===== src/rtl/vga_sync_receiver.sv =====
// Recovers x/y position, active-video and timing lock from a VGA hsync/vsync pair.
// Line/frame lengths are measured on pixel-enable cycles and checked against nominal timing.
module vga_sync_receiver #(
    parameter int unsigned H_TOTAL  = 800,
    parameter int unsigned V_TOTAL  = 525,
    parameter int unsigned H_OFFSET = 144,
    parameter int unsigned V_OFFSET = 35,
    parameter int unsigned H_ACTIVE = 640,
    parameter int unsigned V_ACTIVE = 480,
    parameter bit          SYNC_POL = 1'b0
) (
    input  logic       clk,
    input  logic       rst,
    input  logic       en,
    input  logic       hsync,
    input  logic       vsync,
    output logic [9:0] x_pos,
    output logic [9:0] y_pos,
    output logic       active_video,
    output logic       locked,
    output logic       frame_start,
    output logic       sync_err,
    output logic [9:0] h_total_meas,
    output logic [9:0] v_total_meas
);

    localparam logic [9:0]  H_TOT  = 10'(H_TOTAL);
    localparam logic [9:0]  V_TOT  = 10'(V_TOTAL);
    localparam logic [9:0]  V_OVER = 10'(V_TOTAL + 1);
    localparam logic [9:0]  H_OFF  = 10'(H_OFFSET);
    localparam logic [9:0]  V_OFF  = 10'(V_OFFSET);
    localparam logic [10:0] H_END  = 11'(H_OFFSET + H_ACTIVE);
    localparam logic [10:0] V_END  = 11'(V_OFFSET + V_ACTIVE);

    typedef enum logic [1:0] {SEARCH, CHECK, LOCKED} state_t;

    state_t      state;
    state_t      state_next;
    logic        hs_q;
    logic        vs_q;
    logic        hs_edge;
    logic        vs_edge;
    logic        hs_seen;
    logic [9:0]  h_cnt;
    logic [9:0]  v_cnt;
    logic [10:0] h_len;
    logic [10:0] frame_len;
    logic        mismatch;
    logic        frame_start_next;
    logic        sync_err_next;
    logic        h_win;
    logic        v_win;

    assign hs_edge = en && (hsync == SYNC_POL) && (hs_q != SYNC_POL);
    assign vs_edge = en && (vsync == SYNC_POL) && (vs_q != SYNC_POL);
    assign h_len   = {1'b0, h_cnt} + 11'd1;
    // A coincident hsync edge still belongs to the frame that is ending.
    assign frame_len = {1'b0, v_cnt} + {10'd0, hs_edge};

    always_ff @(posedge clk) begin
        if (rst) begin
            hs_q         <= SYNC_POL;
            vs_q         <= SYNC_POL;
            h_cnt        <= '0;
            v_cnt        <= '0;
            h_total_meas <= '0;
            v_total_meas <= '0;
            hs_seen      <= 1'b0;
        end else if (en) begin
            hs_q <= hsync;
            vs_q <= vsync;
            if (hs_edge) begin
                h_cnt        <= '0;
                h_total_meas <= h_len[10] ? '1 : h_len[9:0];
                hs_seen      <= 1'b1;
            end else if (h_cnt != '1) begin
                h_cnt <= h_cnt + 10'd1;
            end
            if (vs_edge) begin
                v_cnt        <= '0;
                v_total_meas <= frame_len[10] ? '1 : frame_len[9:0];
            end else if (hs_edge && (v_cnt != '1)) begin
                v_cnt <= v_cnt + 10'd1;
            end
        end
    end

    always_comb begin
        mismatch = 1'b0;
        if (en) begin
            if (hs_edge && (h_len != {1'b0, H_TOT}))
                mismatch = 1'b1;
            if (!hs_edge && (h_cnt == H_TOT))
                mismatch = 1'b1;
            if (vs_edge && (frame_len != {1'b0, V_TOT}))
                mismatch = 1'b1;
            if (v_cnt == V_OVER)
                mismatch = 1'b1;
        end
    end

    // State register, with the registered pulse outputs alongside it.
    always_ff @(posedge clk) begin
        if (rst) begin
            state       <= SEARCH;
            frame_start <= 1'b0;
            sync_err    <= 1'b0;
        end else begin
            state       <= state_next;
            frame_start <= frame_start_next;
            sync_err    <= sync_err_next;
        end
    end

    always_comb begin
        state_next = state;
        case (state)
            SEARCH: if (vs_edge && hs_seen) state_next = CHECK;
            CHECK: begin
                if (mismatch)     state_next = SEARCH;
                else if (vs_edge) state_next = LOCKED;
            end
            LOCKED: if (mismatch) state_next = SEARCH;
            default: state_next = SEARCH;
        endcase
    end

    always_comb begin
        frame_start_next = (state == LOCKED) && vs_edge && !mismatch;
        sync_err_next    = (state != SEARCH) && mismatch;
        locked           = (state == LOCKED);
        h_win            = (h_cnt >= H_OFF) && ({1'b0, h_cnt} < H_END);
        v_win            = (v_cnt >= V_OFF) && ({1'b0, v_cnt} < V_END);
        active_video     = locked && h_win && v_win;
        x_pos            = active_video ? (h_cnt - H_OFF) : '0;
        y_pos            = active_video ? (v_cnt - V_OFF) : '0;
    end

endmodule

===== config.mk =====
export PLATFORM = sky130hd
export DESIGN_NAME = vga_sync_receiver
export DESIGN_NICKNAME = d
export VERILOG_FILES = /design/src/rtl/vga_sync_receiver.sv
export SDC_FILE = /design/constraint.sdc
export NUM_CORES = 1
export LEC_CHECK = 0
export CAP_MARGIN = 5
export CELL_PAD_IN_SITES_DETAIL_PLACEMENT = 0
export CELL_PAD_IN_SITES_GLOBAL_PLACEMENT = 1
export CORE_UTILIZATION = 40
export CTS_BUF_LIST = sky130_fd_sc_hd__clkbuf_4 sky130_fd_sc_hd__clkbuf_8
export DETAILED_ROUTE_END_ITERATION = 16
export PLACE_DENSITY = 0.88
export SLEW_MARGIN = 20
export SYNTH_ARGS = -nofsm -noshare
export SYNTH_HDL_FRONTEND = slang
export SYNTH_SLANG_ARGS = --single-unit

===== constraint.sdc =====
create_clock -name clk -period 3.8 [get_ports clk]
set_clock_uncertainty 0.15 [all_clocks]
set_input_delay 0.95 -clock clk [delete_from_list [all_inputs] [get_ports clk]]
set_output_delay 0.95 -clock clk [all_outputs]
set_load 0.01 [all_outputs]

==> impl_metrics.csv <==
group,metric,value,unit
setup_path,r2r_cells,8,
layout,fin_area,3810,µm²
status,status,"finished clean",
yosys,synthCells,373,
floorplan,rows,30,
yosys,synth.area.mux_share,2.30,%
floorplan,fp.dieArea,7550,µm²
cts,clk_pin_slew,0.09,ns
placement,gp_congestion,0.850,
setup_path,rrSetupSlack,1.06,ns
route,drc,0,
global_route,grt_use_total,19.5,%
floorplan,core_area,6870,µm²
cts,ctsHoldBuffers,0,
yosys,ys_seq_area_share,32.6,%
floorplan,dieWidth,86.9,µm
global_route,grt_pass1_wl,11600,µm
route,postRouteAntennaNets,0,
layout,fillers,663,
setup_path,cp-startpoint,"v_cnt[6]",
yosys,synth_fa_ha_area_share,4.34,%
setup_path,crit_arrival,2.67,ns
yosys,yosys.cell_types.count,52,
yosys,yosys.area_share.simple,27.5,%
placement,placed_area,3600,µm²
yosys,synth_compound_area_share,15.5,%
layout,finish.utilization,55.5,%
floorplan,fp.dieH,86.9,µm
timing,hold_viol,0,
yosys,synth_area_per_cell,7.73,µm²
route,vias_per_cell,5.23,
placement,pre_cts_slack,0.0294,ns
timing,slew-limit-headroom,64.1,%
cts,htree_levels,2,
layout,num-nets-final,448,
global_route,grt_pass1_vias,2442,
timing,hold_slack,0.308,ns
yosys,ys_ff_latch,47,
yosys,synthXorXnorAreaFrac,11.2,%
timing,finalSetupViolations,0,
placement,port_buffers,48,
setup_path,critPathMaxFanout,9,
cts,clk_latency,0.32,ns
cts,cts_tree,"yes",
global_route,antenna_found_initial,0,
layout,num_antenna_cells,0,
global_route,grt-ovfl-total,0,
yosys,ys_async_sr_fraction,0,%
yosys,yosysWarnings,0,
timing,fmax,266,MHz
route,drt_iter0_markers,149,
yosys,synth_edf_count,0,
timing,period_minus_slack,3.77,ns
timing,slew_viol_final,0,
global_route,met3_usage,2.94,%
yosys,synth_area,2880,µm²
route,wl_per_cell,13.6,µm
global_route,grt_max_degree,17,
yosys,synthFlopType,"dfxtp_1",
yosys,synth.area.top_cells,"dfxtp_1 33%, nor2_1 11%, xnor2_1 7.3%",
timing,worst_pin_slew,0.538,ns
global_route,grt-busiest-layer,"met2",
global_route,globalRouteMet2Util,29.8,%
setup_path,critPathLaunchType,"flop",
power_and_ir_drop,vdd_drop_max,130,µV
cts,cts.path.max_buffers,2,
cts,clock-sinks,47,
yosys,synth.most_common_cell,"nor2_1",
global_route,grt_util_met1,28.3,%
flow_run,drv_cap,0,
setup_path,worstReg2RegEnd,"state[0]",
setup_path,crit_path_end_kind,"output port",
yosys,netlist_top_cells_count,"81 x nor2_1, 47 x dfxtp_1, 24 x xnor2_1",
setup_path,required,2.70,ns
yosys,synth_top_area_share,32.6,%
setup_path,path_class,"flop to output port",
placement,dp_hpwl,5240,µm
timing,setup_slack,0.0343,ns
layout,drive_above_1_share,14.3,%
setup_path,reg2reg_from,"h_cnt[0]",
cts,cts_made_buffers,5,
floorplan,initial_core_util,42.0,%
yosys,synth_top_family_by_area,"simple AND/OR/NAND/NOR gates",
cts,cts_root_buf,"clkbuf_8",
worst_hold_path,min_path_type,"flop to flop",
yosys,synth_top_area_cell,"dfxtp_1",
power_and_ir_drop,power_density,256,nW/µm²
route,drt-total-wl,7190,µm
route,firstDrtPassIters,4,
timing,period_share,99.1,%
yosys,synth_nets,388,
floorplan,io_pins,49,
timing,rsz0062_at_grt,"yes",
power_and_ir_drop,p_leak,0.00158,µW
route,vias,2774,
setup_path,setup.worst_path.end,"active_video",
layout,area_growth,32.3,%
routing by layer:
layer	routed length, µm	vias up
li1	-	1396
met5	0	-
met3	310	7
met2	3080	66
met1	3720	1305
met4	76	0
cell families after synthesis:
kind of cell    Yosys count
mux                       6
compound gates           63
fa+ha+maj                10
buf+inv                  45
xor+xnor                 37
simple gates            165
flops                    47
sequential cells by signal (all words and copies together), names as in the netlist:
name,cells
hs_seen,1
vs_q,1
frame_start,1
v_total_meas,10
hs_q,1
h_total_meas,10
h_cnt,10
v_cnt,10
state,2
sync_err,1
timing repair:
| item | 4_1_cts | 5_1_grt |
|---|---|---|
| endpoints found under the setup margin | 21 | 8 |
| gates cloned | 1 | 0 |
| setup buffers | 1 | 1 |
| pin swaps | 1 | 0 |
| hold endpoints to repair | 0 | 0 |
| resized for setup | 19 | 12 |
how the worst min path moves through the flow:
stage	startpoint	to	slack, ns	depth (start not counted)
final	v_total_meas[4]	v_total_meas[4]	0.31	2
after global routing	v_total_meas[4]	v_total_meas[4]	0.34	2
after CTS	v_total_meas[4]	v_total_meas[4]	0.31	2
after detailed placement	v_total_meas[4]	v_total_meas[4]	0.30	2
after global placement	v_total_meas[8]	v_total_meas[8]	0.29	2
after floorplan	hs_seen	hs_seen	0.29	2
power by group:
part / internal (µW) / leakage, µW / switching [µW]
combinational: 35.2 / 0.00114 / 43.1
sequential: 502 / 0.000381 / 5.73
clock: 198 / 0.0000548 / 192
through the flow:
| stage | TNS, ns | instances | total power [µW] |
|---|---|---|---|
| floorplan | 0 | 373 | 565 |
| global placement | 0 | 519 | 596 |
| detailed placement | 0 | 519 | 597 |
| CTS | -0.0636 | 529 | 982 |
| global route | -0.0526 | 530 | 1010 |
| finish | 0 | 530 | 976 |
cell type report:
class	instances	area [µm²]	share of cell area, %
multi-input cells	282	1840	48.1
flip-flops and latches	47	942	24.7
repair buffers	83	748	19.6
clock inverters	3	46.3	1.21
inverters	14	52.6	1.38
well taps	96	120	3.15
clock buffers	5	68.8	1.80
placed cells by master (no fill, tap or decap), types with 5 or more instances in the layout:
cell type / instances
clkdlybuf4s50_1: 28
nand3_1: 7
xnor2_1: 24
nand4_1: 10
dfxtp_1: 46
inv_1: 14
o21ai_0: 9
ha_1: 9
nor2b_1: 5
nor3_1: 8
or3_1: 7
a211oi_1: 18
dlymetal6s2s_1: 7
dlygate4sd2_1: 13
nand2_1: 21
clkbuf_8: 5
nor2_1: 81
a21oi_1: 12
buf_4: 34
xor2_1: 13
nand2b_1: 5
worst max-delay path, cell delays in order (launching register included):
cell	delay, ns
dfxtp_1	0.32
or3_1	0.38
or3_4	0.36
o41ai_4	0.31
o311ai_4	0.23
buf_6	0.19
inv_1	0.05
clkdlybuf4s50_1	0.52
No activity file was read; power rests on OpenSTA's default activity.
